==> src/rtl/bcd_share_arb.sv <==
// Round-robin arbiter sharing one free-running binary-to-ASCII BCD converter.
// Optional build macro BCD_LEAD_BLANK_EN blanks leading ASCII zeros to spaces.
module bcd_share_arb #(
  parameter int NUM_REQ   = 3,
  parameter int CONV_WAIT = 90
) (
  input  logic                    sys_clk,
  input  logic                    sys_rst,
  input  logic [NUM_REQ-1:0]      req,
  input  logic [NUM_REQ*20-1:0]   req_data,
  output logic [NUM_REQ-1:0]      grant,
  output logic                    busy,
  output logic [19:0]             conv_data,
  input  logic [7:0]              conv_unit,
  input  logic [7:0]              conv_ten,
  input  logic [7:0]              conv_hun,
  input  logic [7:0]              conv_tho,
  input  logic [7:0]              conv_t_tho,
  input  logic [7:0]              conv_h_hun,
  output logic                    resp_valid,
  output logic [2:0]              resp_id,
  output logic [47:0]             resp_digits,
  output logic                    resp_ovf,
  output logic [1:0]              state_dbg
);

  localparam int CNT_W = $clog2(CONV_WAIT + 1);
  localparam logic [19:0] MAX_DEC = 20'd999999;

  typedef enum logic [1:0] {S_IDLE, S_WAIT, S_CAPT, S_RESP} state_t;

  state_t               state_q, state_d;
  logic [2:0]           ptr_q, ptr_d;
  logic [CNT_W-1:0]     cnt_q, cnt_d;
  logic [NUM_REQ-1:0]   grant_q, grant_d;
  logic                 busy_q, busy_d;
  logic [19:0]          conv_data_q, conv_data_d;
  logic                 ovf_q, ovf_d;
  logic [2:0]           cur_id_q, cur_id_d;
  logic                 resp_valid_q, resp_valid_d;
  logic [2:0]           resp_id_q, resp_id_d;
  logic [47:0]          resp_digits_q, resp_digits_d;
  logic                 resp_ovf_q, resp_ovf_d;

  logic                 found;
  logic [2:0]           sel;
  logic [19:0]          sel_word;
  logic [47:0]          cap_digits;

  // First set request at or after the pointer, wrapping modulo NUM_REQ.
  always_comb begin
    int idx;
    found = 1'b0;
    sel   = '0;
    for (int k = 0; k < NUM_REQ; k++) begin
      idx = int'(ptr_q) + k;
      if (idx >= NUM_REQ) idx = idx - NUM_REQ;
      if (!found && req[idx]) begin
        found = 1'b1;
        sel   = 3'(idx);
      end
    end
  end

  assign sel_word = req_data[int'(sel)*20 +: 20];

  always_comb begin
    cap_digits = {conv_h_hun, conv_t_tho, conv_tho, conv_ten, conv_hun, conv_unit};
`ifdef BCD_LEAD_BLANK_EN
    begin
      logic lead;
      lead = 1'b1;
      // unit (digit 0) is never blanked so a zero value still shows "0".
      for (int d = 5; d >= 1; d--) begin
        if (lead && cap_digits[d*8 +: 8] == 8'h30) cap_digits[d*8 +: 8] = 8'h20;
        else lead = 1'b0;
      end
    end
`endif
  end

  always_comb begin
    state_d       = state_q;
    ptr_d         = ptr_q;
    cnt_d         = cnt_q;
    grant_d       = '0;
    busy_d        = busy_q;
    conv_data_d   = conv_data_q;
    ovf_d         = ovf_q;
    cur_id_d      = cur_id_q;
    resp_valid_d  = 1'b0;
    resp_id_d     = resp_id_q;
    resp_digits_d = resp_digits_q;
    resp_ovf_d    = resp_ovf_q;
    case (state_q)
      S_IDLE: begin
        if (found) begin
          grant_d[sel] = 1'b1;
          busy_d       = 1'b1;
          conv_data_d  = (sel_word > MAX_DEC) ? MAX_DEC : sel_word;
          ovf_d        = (sel_word > MAX_DEC);
          cur_id_d     = sel;
          ptr_d        = (sel == 3'(NUM_REQ - 1)) ? 3'd0 : sel + 3'd1;
          cnt_d        = '0;
          state_d      = S_WAIT;
        end
      end
      S_WAIT: begin
        // The grant cycle is the load cycle; counting starts after it.
        if (!grant_q) begin
          if (cnt_q == CNT_W'(CONV_WAIT - 1)) state_d = S_CAPT;
          else cnt_d = cnt_q + 1'b1;
        end
      end
      S_CAPT: begin
        resp_digits_d = cap_digits;
        resp_id_d     = cur_id_q;
        resp_ovf_d    = ovf_q;
        resp_valid_d  = 1'b1;
        state_d       = S_RESP;
      end
      S_RESP: begin
        busy_d  = 1'b0;
        state_d = S_IDLE;
      end
      default: state_d = S_IDLE;
    endcase
  end

  always_ff @(posedge sys_clk) begin
    if (sys_rst) begin
      state_q       <= S_IDLE;
      ptr_q         <= '0;
      cnt_q         <= '0;
      grant_q       <= '0;
      busy_q        <= 1'b0;
      conv_data_q   <= '0;
      ovf_q         <= 1'b0;
      cur_id_q      <= '0;
      resp_valid_q  <= 1'b0;
      resp_id_q     <= '0;
      resp_digits_q <= '0;
      resp_ovf_q    <= 1'b0;
    end else begin
      state_q       <= state_d;
      ptr_q         <= ptr_d;
      cnt_q         <= cnt_d;
      grant_q       <= grant_d;
      busy_q        <= busy_d;
      conv_data_q   <= conv_data_d;
      ovf_q         <= ovf_d;
      cur_id_q      <= cur_id_d;
      resp_valid_q  <= resp_valid_d;
      resp_id_q     <= resp_id_d;
      resp_digits_q <= resp_digits_d;
      resp_ovf_q    <= resp_ovf_d;
    end
  end

  assign grant       = grant_q;
  assign busy        = busy_q;
  assign conv_data   = conv_data_q;
  assign resp_valid  = resp_valid_q;
  assign resp_id     = resp_id_q;
  assign resp_digits = resp_digits_q;
  assign resp_ovf    = resp_ovf_q;
  assign state_dbg   = state_q;

endmodule

==> config.mk <==
export PLATFORM = sky130hd
export DESIGN_NAME = bcd_share_arb
export DESIGN_NICKNAME = d
export VERILOG_FILES = /design/src/rtl/bcd_share_arb.sv
export SDC_FILE = /design/constraint.sdc
export NUM_CORES = 1
export LEC_CHECK = 0
export CAP_MARGIN = 0
export CORE_ASPECT_RATIO = 0.8
export CORE_MARGIN = 3
export CORE_UTILIZATION = 46
export CTS_CLUSTER_DIAMETER = 80
export DETAILED_ROUTE_END_ITERATION = 10
export GPL_ROUTABILITY_DRIVEN = 0
export PLACE_DENSITY = 0.95
export SLEW_MARGIN = 0
export SYNTH_ARGS = -nofsm -noshare
export SYNTH_HDL_FRONTEND = slang
export SYNTH_SLANG_ARGS = --single-unit
==> constraint.sdc <==
create_clock -name sys_clk -period 6.3 [get_ports sys_clk]
set_input_delay 0.63 -clock sys_clk [delete_from_list [all_inputs] [get_ports sys_clk]]
set_output_delay 0.63 -clock sys_clk [all_outputs]
set_load 0.01 [all_outputs]
==> metrics.txt, run 1 <==
outcome=finished clean; Simple-Gate Fraction of Synth Area=16.2%; Tot GR Track Use=23.9%; Gate power share=56.1%; io pins=192; Ant. Diodes=0; Post-synth EDFFs=0; final non-filler cell total=781; Largest delay share family, worst path=compound AO/OA/AOI/OAI gates; Detail Route Antenna Nets=0; Critical Path Start=ptr_q[2]; switching portion of total power=41.7%; drt initial violations=262; min-delay src=conv_data[19]; Setup CP Type=flip-flop to flip-flop; CP Max Fanout=24; CTS Sinks=93; die width=116 um; Final Hold Viols=0; mean post-synth cell area=9.09 um^2; Post-Route WL=13.3 mm; number of buffers created by CTS=9; internal power=1.83 mW; Finish-stage setup viols=0; Bufs and invs on worst path=1; CTS tree=built; clk_lat worst skew=0.33 ns; share of flip-flops with an asynchronous set or reset=0%; Synth Area in Compound Gates=18.2%; cell count after synthesis=487; initial antenna violation count=0; global-route wire length before repair=20.8 mm; final instance area=0.00668 mm^2; Post-Syn Area=0.00443 mm^2; via/cell ratio=5.42; VDD IR max=0.293 mV; CP max stage cell=mux4_2; DRC=0; max capacitance violation total=0; Worst Max-Slew Pin Slew=0.952 ns; WL per Instance=17.0 um; Final TNS setup=0 ns; die height=93.7 um; synthesized flop and latch total=93; clock-pin transition on the worst setup and hold timing paths=0.06 ns; Syn-to-layout area delta=50.9%; via count=4,235; GRT overflow=0; DR pass1 iterations=5; RSZ-0062 raised after global routing=false; Post-DP HPWL=10.2 mm; sequential share of power=25.1%; largest family of logic cells by synthesized area=compound AO/OA/AOI/OAI gates; die area=0.0108 mm^2; cells along the critical path=inv_1, ha_1, mux2_1, mux4_2, a2111o_1, a21oi_4, nor2_2, a21o_1, o311ai_1, a31oi_2, o31a_2; reg2reg start=ptr_q[2]; Slew Limit Fails=0; vias in the first global route=4,210; Ys Warns=0; Leakage=2.49 nW; net load switching power=1.31 mW; clock power share=18.8%; Yosys cell types=63; area post-placement=0.00634 mm^2; hold crit path type=flip-flop to flip-flop; CTS HTree Levels=3; top_reg_cell synth=dfxtp_1; pwr dens=471 mW/mm^2; Worst setup EP type=flip-flop; layout cells sized above 1=6.61%; post-layout min period=4.58 ns; Post-CTS Resized=0; skew final=0.00586 ns; critical path required time=6.52 ns; period utilization=72.6%; Initial Util=48.1%; Post-CTS Hold Buffers=0; layout net count=785; critical path launch point type=flip-flop; max frequency=219 MHz; adder-cell share of the synthesized area=3.11%; core area=0.00919 mm^2; setup bufs post-CTS=0; mux cell area share after synthesis=13.7%; relative max-transition margin=36.5%; Crit path largest cell delay=0.61 ns; Post-Synth XOR/XNOR Area=1.98%; crit path DAT=4.79 ns; largest net degree at the start of global routing=85; placed cells=765; I/O Buffers=191; register area share after synthesis=42.1%; syn nets=611; CTS Root Cell=clkbuf_16; Core Rows=31; Longest Clk Path Bufs=2
## Yosys cell counts, types with 2 or more instances
library cell,instances,area (um^2)
o31a_2,3,30.0
a22o_2,2,20.0
a21o_1,6,45.0
o31a_1,4,35.0
buf_6,4,45.0
a22oi_1,17,128
a221oi_1,2,17.5
o21ai_0,9,45.0
nor3_1,5,25.0
or3_1,2,12.5
inv_1,12,45.0
a21oi_2,2,17.5
nand2b_1,2,12.5
mux2_1,2,22.5
nor3b_1,2,15.0
a211oi_1,8,60.1
xnor2_1,4,35.0
nor2b_1,2,12.5
buf_1,3,11.3
ha_1,11,138
nor2_1,96,360
nand4_1,2,12.5
a22o_1,4,35.0
mux2i_1,56,561
o41ai_1,3,26.3
a21oi_1,24,120
xor2_1,6,52.6
dfxtp_1,93,1860
o31ai_1,2,15.0
clkbuf_1,22,82.6
nand2_1,37,139
nand3_1,9,45.0
## cell families after synthesis
group,Yosys count
compound gates,104
xor+xnor,10
fa+ha+maj,11
buf+inv,44
flops,93
mux,59
simple gates,166
## through the flow
stage / setup slack (ns) / power, mW / hold WS (ns) / util (%)
final: 1.72 / 3.14 / 0.455 / 72.7
after global routing: 1.42 / 3.35 / 0.489 / 72.7
after CTS: 1.78 / 3.14 / 0.458 / 72.7
after detailed placement: 1.52 / 2.53 / 0.449 / 69.0
after global placement: 1.79 / 2.45 / 0.445 / 69.0
after floorplan: 2.52 / 2.07 / 0.436 / -
## area by class of cell
cell class,instances,area (um^2)
Tap cell,115,144
Inverter,13,48.8
Sequential cell,93,1860
Clock inverter,4,77.6
Timing Repair Buffer,194,1930
Clock buffer,12,256
Multi-Input combinational cell,350,2360
Fill cell,657,2510
## sequential cells by signal (all words and copies together), names as in the netlist
signal,flops
resp_valid,1
cnt_q,7
ovf_q,1
resp_digits,48
resp_id,3
resp_ovf,1
grant,3
busy,1
conv_data,20
ptr_q,3
cur_id_q,3
state_dbg,2
## worst reg2reg max path, delay by kind of cell, from the launching register on
kind,cells,cell delay (ns)
multiplexers,2,0.97
AO/OA/AOI/OAI,6,2.32
buffers and inverters,1,0.12
flip-flops,1,0.52
adder cells (fa/ha/maj),1,0.29
AND/OR/NAND/NOR,1,0.26
## final timing paths
| path | to | slack [ns] | cells past startpoint |
|---|---|---|---|
| max | conv_data[0] | 1.72 | 11 |
| min | conv_data[19] | 0.45 | 2 |
| max reg2reg | conv_data[0] | 1.72 | 11 |
| min reg2reg | conv_data[19] | 0.45 | 2 |
## power by group through the flow
stage | clock [mW] | combinational (mW) | sequential, mW
3_3_place_gp | 0 | 1.65 | 0.794
6_report | 0.589 | 1.76 | 0.789
2_1_floorplan | 0 | 1.24 | 0.824
4_1_cts | 0.597 | 1.75 | 0.788
3_5_place_dp | 0 | 1.74 | 0.798
5_1_grt | 0.622 | 1.93 | 0.802
## per-layer routing
layer | routed length, um | vias up | global-route usage, %
li1 | - | 2060 | -
met3 | 793 | 29 | 5.15
met5 | 0 | - | 0
met4 | 240 | 0 | 7.05
met2 | 6890 | 148 | 42.4
met1 | 5340 | 1998 | 29.1
## layout by cell type, fill, tap and decap left out, types with 3 or more instances in the layout
master           instances
a211oi_1                 8
a21o_1                   6
a21oi_1                 23
a21oi_2                  3
a22o_1                   4
a22oi_1                 17
buf_4                    3
clkbuf_16                9
clkdlybuf4s50_1        190
dfxtp_1                 93
ha_1                    10
inv_1                   12
mux2i_1                 56
nand2_1                 37
nand3_1                  9
nor2_1                  96
nor3_1                   5
o21ai_0                  9
o31a_1                   4
o31a_2                   3
o41ai_1                  3
xnor2_1                  4
xor2_1                   6
Note: power is estimated with default switching activity, not from simulation.
==> run 2: changes to the inputs <==
CORE_UTILIZATION = 38   (was 46)
PLACE_DENSITY = 0.87   (was 0.95)
clock period = 3.8 ns   (was 6.3 ns; I/O delays follow)
==> run 2 against run 1 <==
Worst setup slack got worse by 1.7 ns. Hold slack gained 0.0069 ns. Utilization decreased by 8.1 points. Critical endpoint is now conv_data[3]. Sequential power increased by 63%. Highest routed layer unchanged.
==> metrics.txt, run 2 (same netlist as run 1, synthesis figures left out) <==
outcome=finished clean; Bufs and invs on worst path=4; DRC=0; WL per Instance=16.9 um; Crit path largest cell delay=0.55 ns; Worst setup EP type=flip-flop; Largest delay share family, worst path=compound AO/OA/AOI/OAI gates; area post-placement=0.00660 mm^2; relative max-transition margin=36.7%; routed wl met3=960 um; Leakage=2.71 nW; CTS Sinks=93; worst r2r path cells=14; initial antenna violation count=0; max capacitance violation total=0; I/O Buffers=191; cells along the critical path=inv_2, ha_4, mux2_1, mux4_2, buf_6, o211ai_1, o311ai_4, buf_12, a22o_1, a21o_1, o311ai_4, a31oi_4, buf_4, o31a_1; critical path required time=4.02 ns; FF-to-FF End=conv_data[3]; Setup CP Type=flip-flop to flip-flop; Core Rows=34; io pins=192; via count=4,532; WHS Path Cells=2; CP Max Fanout=7; period utilization=98.1%; VDD IR max=0.489 mV; Pwr Total=6.07 mW; pwr dens=847 mW/mm^2; die area=0.0130 mm^2; die height=103 um; CTS HTree Levels=3; skew final=0.00722 ns; Longest Clk Path Bufs=2; vias in the first global route=4,381; max reg flops=48; Slew Limit Fails=0; crit path DAT=3.95 ns; met2 WL=7.56 mm; Post-DP HPWL=10.6 mm; CTS Root Cell=clkbuf_16; min-delay src=conv_data[19]; largest net degree at the start of global routing=55; Worst Max-Slew Pin Slew=0.949 ns; core area=0.0111 mm^2; Tot GR Track Use=19.8%; Layout Utilization=64.6%; layout cells sized above 1=13.9%; DR top layer=met4; max frequency=268 MHz; clock-pin transition on the worst setup and hold timing paths=0.07 ns; most frequent cells in the layout=clkdlybuf4s50_1 (190), nor2_1 (96), dfxtp_1 (93), mux2i_1 (56), buf_4 (38); Post-Route WL=14.3 mm; Finish-stage setup viols=0; Detail Route Antenna Nets=0; post-layout min period=3.73 ns; Final Hold Viols=0; Ant. Diodes=0; drt initial violations=419; hold crit path type=flip-flop to flip-flop; Syn-to-layout area delta=62.0%; reg2reg start=ptr_q[1]; GRT overflow=0; number of buffers created by CTS=9; via/cell ratio=5.33; layout net count=826; Hold EP=conv_data[19]; most used cell, CP=o311ai_4; die width=127 um; CTS tree=built; Initial Util=39.9%; final instance area=0.00717 mm^2; commonest non-fill, non-tap cell in the layout=clkdlybuf4s50_1; clk_lat worst skew=0.33 ns; CP max stage cell=mux4_2; Levels on crit path=14; DR pass1 iterations=7; setup slack, reg-to-reg=0.07 ns; critical path launch point type=flip-flop; Fillers=847; wire length on met1=5.63 mm; global-route wire length before repair=21.1 mm
==> run 2: report_power, final <==
part | total [mW] | leakage, nW | switching (mW) | internal [mW]
logic | 3.90 | 1.81 | 2.05 | 1.85
clock network | 0.879 | 0.143 | 0.353 | 0.526
registers | 1.29 | 0.758 | 0.118 | 1.17
==> run 2: layout make-up <==
cell class / count / area [um^2] / share of cell area (%)
flip-flops and latches: 93 / 1860 / 26.0
inverters: 13 / 48.8 / 0.681
well taps: 144 / 180 / 2.51
clock inverters: 4 / 47.5 / 0.663
clock buffers: 12 / 246 / 3.44
multi-input cells: 351 / 2490 / 34.7
repair buffers: 234 / 2290 / 32.0
==> run 2: routing by layer <==
layer / up-vias / GRT usage (%)
met1: 2177 / 23.2
met4: 0 / 6.18
met2: 185 / 36.0
met5: - / 0
li1: 2151 / -
met3: 19 / 5.18
==> run 2: worst register-to-register path, stage by stage, from the launching register on <==
cell and delay (ns):
dfxtp_1 0.36, inv_2 0.08, ha_4 0.18, mux2_1 0.31, mux4_2 0.55, buf_6 0.18, o211ai_1 0.15, o311ai_4 0.24
buf_12 0.20, a22o_1 0.18, a21o_1 0.19, o311ai_4 0.41, a31oi_4 0.17, buf_4 0.16, o31a_1 0.27
==> run 2: how the worst max path moves through the flow <==
stage                     to  slack [ns]     start
2_1_floorplan   conv_data[3]        0.02  ptr_q[2]
3_3_place_gp   conv_data[10]        0.03    req[1]
3_5_place_dp   conv_data[10]       -0.19    req[0]
4_1_cts         conv_data[8]        0.05  ptr_q[1]
5_1_grt         conv_data[3]       -0.06  ptr_q[1]
6_report        conv_data[3]        0.07  ptr_q[1]
==> run 2: metrics by stage <==
stage | setup TNS (ns) | setup slack, ns | std cells | hold WS [ns]
5_1_grt | -0.200 | -0.0552 | 851 | 0.494
6_report | 0 | 0.0704 | 851 | 0.461
3_5_place_dp | -1.50 | -0.194 | 819 | 0.453
4_1_cts | 0 | 0.0458 | 837 | 0.462
2_1_floorplan | 0 | 0.0225 | 487 | 0.436
3_3_place_gp | 0 | 0.0271 | 819 | 0.444
==> run 2: timing repair <==
action,in CTS,in global routing
pin swaps,1,10
hold buffers,0,0
buffers inserted,2,11
setup endpoints to repair,11,13
cloned,0,3
gates resized for setup,3,18
==> edit 1 (settings of run 2) <==
Add a define of `BCD_LEAD_BLANK_EN`.
--- a/src/rtl/bcd_share_arb.sv
+++ b/src/rtl/bcd_share_arb.sv
@@ -1,5 +1,7 @@
 // Round-robin arbiter sharing one free-running binary-to-ASCII BCD converter.
 // Optional build macro BCD_LEAD_BLANK_EN blanks leading ASCII zeros to spaces.
+`define BCD_LEAD_BLANK_EN
+
 module bcd_share_arb #(
   parameter int NUM_REQ   = 3,
   parameter int CONV_WAIT = 90
Behaviour: no difference found for any inputs over 10 cycles, from zero or initial values and one cycle with sys_rst high; that may be too few to reach the edited logic, so the function may still have changed.
==> edit 1 against run 2 <==
Fmax grew 3.8%; sequential cell count unchanged; global-route usage rose by 1.9 points; critical path type unchanged; area after synthesis is 6.5% higher; highest routed layer unchanged; routed wire length up 5.6%; design area down 1.1%; critical path depth shrank 1; worst setup slack gained 140 ps; via count is 4.7% higher; power fell by 5.8%.
==> edit 1: results (changes against run 2) <==
The highest metal layer carrying signal wires in the routed design is met4. The number of inserted diodes is 0 (unchanged). The adder-cell share of the synthesized area came to 0.0372 (+0.00606). The highest ir drop seen on vdd is 0.429 mV (-12%). The synthesized net count came to 670 (+9.7%). The via count of the routed design is 4746 (+4.7%). The data arrival time of the critical path came out at 3830 ps (-120 ps). The global router's overall resource usage is 0.217 (+0.0191). The largest buffer count on any clock path came out at 2 (unchanged). The yosys synthesis warning count came to 0 (unchanged). The synthesized area divided by synthesized cell count came to 8.68 um^2 (-4.5%). The detail-routed net length per standard cell came out at 17.3 um (+2.7%). The fraction of synthesis flops using an asynchronous set or reset pin is 0 (unchanged). The number of placed cells counting well taps came to 858 (+4.8%). After synthesis, the cell types taking the most area are sky130_fd_sc_hd__dfxtp_1, sky130_fd_sc_hd__mux2i_1, sky130_fd_sc_hd__nor2_1, sky130_fd_sc_hd__a21oi_1, sky130_fd_sc_hd__ha_1. The count of port buffers added during placement came out at 191 (unchanged). The first-pass detailed-route iteration total is 5 (-2). The total met2 wirelength after detailed routing is 7.81 mm (+3.4%). The sequential fraction of the synthesis area is 0.395 (-0.0258). The post-CTS clock slew at the launch and capture registers of the worst setup and hold paths came out at 80 ps. The flow ran to the end, and the final reports show no timing, DRC or antenna violations. The total number of nets in the final design is 849 (+2.8%).

The total length of routed met3 wires was 1.11 mm (+16%). The total wirelength of the detailed-routed design is 15.1 mm (+5.6%). The area after detailed placement is 0.00673 mm^2 (+2.0%).

The wire length on met1 came out at 5.85 mm (+3.9%). The flip-flop count of the largest register after layout came out at 48 (unchanged). The synthesized-area fraction occupied by ao, oa, aoi and oai cells is 0.179 (-0.00294). The estimated wirelength of the detail-placed design came out at 11.5 mm (+8.8%). sky130_fd_sc_hd__dfxtp_1 is the most common cell in the netlist. The number of distinct library cells after synthesis came to 65 (+3.2%).

In this run the worst hold path is classified as input port to flop. The iteration-0 DRC count of the detailed router is 306 (-27%). The count of final setup violators came out at 0 (unchanged). In the synthesized netlist, the cells that appear most often are sky130_fd_sc_hd__dfxtp_1, sky130_fd_sc_hd__nor2_1, sky130_fd_sc_hd__mux2i_1. The multiplexer share of the synthesized area came to 0.122 (-0.0145).

The total of fill cells in the finished design came to 972 (+15%). The clock tree skew after final layout is 13.0 ps (+5.74 ps). The XOR/XNOR share of the synthesized area came out at 0.00929 (-0.0105).

The via count of the first global-routing pass is 4818 (+10%). The largest driver fanout on the critical path is 15 (+8). The leakage power is 0.00262 uW (-3.2%). The first-pass GRT wire length is 24.0 mm (+14%).

The pin count of the biggest net entering global routing was 66 (+20%). The clock insertion delay at the later pin of the skew report came out at 350 ps (+20 ps). The number of antenna violations at the first check in global routing came out at 0 (unchanged). The pin slew with the least headroom to its limit came out at 935 ps (-14.2 ps). The share of layout cells above drive strength 1 came to 0.0702 (-0.0685). The tree is rooted in a sky130_fd_sc_hd__clkbuf_16.
## edit 1: logic make-up after synthesis
| group | Yosys count |
|---|---|
| flip-flops | 93 |
| AND/OR/NAND/NOR | 205 |
| AO/OA/AOI/OAI | 123 |
| adder cells (fa/ha/maj) | 14 |
| XOR/XNOR | 5 |
| buffers and inverters | 46 |
| multiplexers | 57 |
## edit 1: area by class of cell
type                            instances  share of cell area
Multi-Input combinational cell        404               0.378
Timing Repair Buffer                  205               0.284
Sequential cell                        93               0.263
Clock buffer                            9              0.0318
Tap cell                              148              0.0261
Clock inverter                          7              0.0129
Inverter                                9             0.00477
## edit 1: path summary, 6_finish.rpt
check / from / to / slack, ps / depth (start not counted)
setup / recovery: ptr_q[0] / conv_data[7] / 210 / 13
setup reg to reg: ptr_q[0] / conv_data[7] / 210 / 13
hold reg to reg: cur_id_q[1] / cur_id_q[1] / 460 / 2
hold / removal: sys_rst / conv_data[17] / 420 / 2
## edit 1: repair_timing
action                     4_1_cts  5_1_grt
setup endpoints to repair        0       13
hold buffers                     0        0
setup buffers                    0        1
gates resized for setup          0        8
## edit 1: per-layer routing
layer / up-vias / track usage
met5: - / 0
met2: 194 / 0.377
li1: 2292 / -
met3: 35 / 0.0674
met4: 0 / 0.0749
met1: 2225 / 0.252
## edit 1: power by group
part           internal [uW]  total (uW)  switching (uW)
logic                   1530        3480            1960
clock network            474         920             446
registers               1180        1310             127
## edit 1: through the flow
stage                     setup slack (ps)  total power [uW]  hold WS, ps   util
after floorplan                        110              3610          436      -
after global placement                 242              4500          444  0.569
after CTS                             69.4              5600          411  0.596
after global routing                 -25.3              6100          448  0.600
after detailed placement              87.5              4660          451  0.569
final                                  208              5720          424  0.600
## edit 1: worst max-delay path, stage by stage, from the launching register on
cell and delay (ps):
sky130_fd_sc_hd__dfxtp_1 360, sky130_fd_sc_hd__ha_1 180, sky130_fd_sc_hd__inv_1 50, sky130_fd_sc_hd__ha_1 320, sky130_fd_sc_hd__nor3_2 240, sky130_fd_sc_hd__o2bb2ai_1 170, sky130_fd_sc_hd__o41ai_2 510, sky130_fd_sc_hd__a21boi_4 330
sky130_fd_sc_hd__buf_4 250, sky130_fd_sc_hd__a22oi_1 90, sky130_fd_sc_hd__a21oi_1 270, sky130_fd_sc_hd__and4bb_1 330, sky130_fd_sc_hd__nand2_4 100, sky130_fd_sc_hd__a221o_1 300
==> edit 2 (flow settings as in run 2) <==
Without the edit above. Take the reset off `conv_data_q` and load it in a clocked block of its own.
--- a/src/rtl/bcd_share_arb.sv
+++ b/src/rtl/bcd_share_arb.sv
@@ -134,7 +134,6 @@
       cnt_q         <= '0;
       grant_q       <= '0;
       busy_q        <= 1'b0;
-      conv_data_q   <= '0;
       ovf_q         <= 1'b0;
       cur_id_q      <= '0;
       resp_valid_q  <= 1'b0;
@@ -147,7 +146,6 @@
       cnt_q         <= cnt_d;
       grant_q       <= grant_d;
       busy_q        <= busy_d;
-      conv_data_q   <= conv_data_d;
       ovf_q         <= ovf_d;
       cur_id_q      <= cur_id_d;
       resp_valid_q  <= resp_valid_d;
@@ -155,6 +153,10 @@
       resp_digits_q <= resp_digits_d;
       resp_ovf_q    <= resp_ovf_d;
     end
+  end
+
+  always_ff @(posedge sys_clk) begin
+    conv_data_q <= conv_data_d;
   end
 
   assign grant       = grant_q;
Formal check against the unedited RTL: not equivalent (a bounded check fails within 4 cycles, from zero or initial values and one cycle with sys_rst high).
==> edit 2 against run 2 <==
Clock power shrank 4.4%; power shrank 12%; design area shrank 5.0%; critical path depth shrank 3; area after synthesis shrank 1.4%; routed wire length shrank 8.7%; synthesized cell count shrank 9.0%; critical path type unchanged; highest routed layer unchanged; core utilization shrank 3.0 points; sequential cell count is the same; worst setup slack gained 86 ps; first-iteration DRC count shrank 39%.
==> edit 2: results (changes against run 2) <==
The yosys synthesis warning count came to 0 (unchanged). The worst setup timing slack at the placement stage came to -143 ps (+50.1 ps). The clock tree skew after final layout came out at 7.48 ps (+0.262 ps).

The pin slew with the least headroom to its limit came out at 1210 ps (+262 ps). The worst min-delay path startpoint is cur_id_q[2]. The number of distinct library cells after synthesis came out at 58 (-7.9%).

The run finished with clean final reports. The leakage power is 0.00249 uW (-7.9%). The depth of the most critical reg-to-reg path is 11 (-3).

The global router's overall resource usage is 0.193 (-0.00577). The iteration-0 DRC count of the detailed router came out at 257 (-39%). The highest clock rate was 274 MHz (+2.4%). The synthesized-area fraction occupied by ao, oa, aoi and oai cells came out at 0.142 (-0.0405).

The post-CTS setup-driven buffer insertion count is 0 (-2). The share of layout cells above drive strength 1 is 0.0828 (-0.0558). The post-CTS clock slew at the launch and capture registers of the worst setup and hold paths came out at 60 ps. The number of instances resized during post-cts repair came out at 0 (-3).

The XOR/XNOR share of the synthesized area came to 0.0140 (-0.00575). The highest ir drop seen on vdd came out at 0.469 mV (-4.0%). The routed via count divided by cell count is 5.21 (-2.1%).

The worst-case register-to-register setup slack came out at 160 ps (+90 ps). The H-tree level count is 3 (unchanged). The data arrival time of the critical path came out at 3690 ps (-260 ps). The first-pass detailed-route iteration total came out at 5 (-2). The endpoint identified for the worst register-to-register timing path is conv_data[0]. The multiplexer share of the synthesized area was 0.141 (+0.00418).

The adder-cell share of the synthesized area came to 0.0315 (+0.000428). The detail-routed net length per standard cell came to 16.7 um (-0.90%). The synthesized net count came out at 567 (-7.2%). In the post-synthesis netlist, the biggest area contributors are sky130_fd_sc_hd__dfxtp_1, sky130_fd_sc_hd__edfxtp_1, sky130_fd_sc_hd__mux2i_1, sky130_fd_sc_hd__nor2_1, sky130_fd_sc_hd__ha_1.

The estimated wirelength of the detail-placed design is 10.0 mm (-5.3%). The total number of nets in the final design is 759 (-8.1%). The number of synthesized flops with an enable pin is 20 (+20). The sequential fraction of the synthesis area is 0.472 (+0.0516). The first-pass GRT wire length came out at 20.0 mm (-5.0%). The largest driver fanout on the critical path is 9 (+2). The commonest cells after synthesis are sky130_fd_sc_hd__nor2_1, sky130_fd_sc_hd__dfxtp_1, sky130_fd_sc_hd__mux2i_1. The worst hold path terminates at cur_id_q[2]. The pin count of the biggest net entering global routing is 68 (+24%).
edit 2: changes by cell type after synthesis, moves of 5 or more:
cell                       change
sky130_fd_sc_hd__clkbuf_1     -11
sky130_fd_sc_hd__dfxtp_1      -20
sky130_fd_sc_hd__nor2_1        -9
sky130_fd_sc_hd__nand2_1      -18
sky130_fd_sc_hd__buf_2         +5
sky130_fd_sc_hd__a21oi_1       -6
sky130_fd_sc_hd__edfxtp_1     +20
sky130_fd_sc_hd__o21ai_0       +5
sky130_fd_sc_hd__o221ai_1      +6
sky130_fd_sc_hd__a22oi_1      -13
edit 2: cell type report:
type / instances / area [um^2]
well taps: 144 / 180
inverters: 12 / 45.0
multi-input cells: 311 / 2200
flip-flops and latches: 93 / 2060
clock buffers: 13 / 272
clock inverters: 3 / 18.8
fillers: 921 / 4250
repair buffers: 208 / 2030
edit 2: critical path, delay by kind of cell (launching register included):
kind / cells / cell delay (ps)
adders and majority gates: 1 / 260
buffers and inverters: 2 / 320
and+or+nand+nor: 3 / 850
AOI/OAI and AO/OA: 4 / 1040
DFF: 1 / 350
muxes: 1 / 560
edit 2: layer usage:
metal | GRT usage | up-vias | share of wire
li1 | - | 1965 | -
met1 | 0.224 | 1898 | 0.39
met2 | 0.346 | 201 | 0.50
met3 | 0.0585 | 23 | 0.092
met4 | 0.0602 | 0 | 0.021
met5 | 0 | - | 0
edit 2: through the flow:
stage	hold slack, ps	cell area [um^2]	cells	power (uW)
CTS	459	6720	781	5220
global placement	449	6430	765	4230
global route	499	6810	784	5690
detailed placement	450	6430	765	4360
floorplan	436	4370	443	3320
finish	456	6810	784	5350
edit 2: where the power goes:
part,switching (uW),internal (uW),leakage (uW)
Sequential,120,1390,0.000789
Clock,340,500,0.000145
Combinational,1640,1370,0.00156
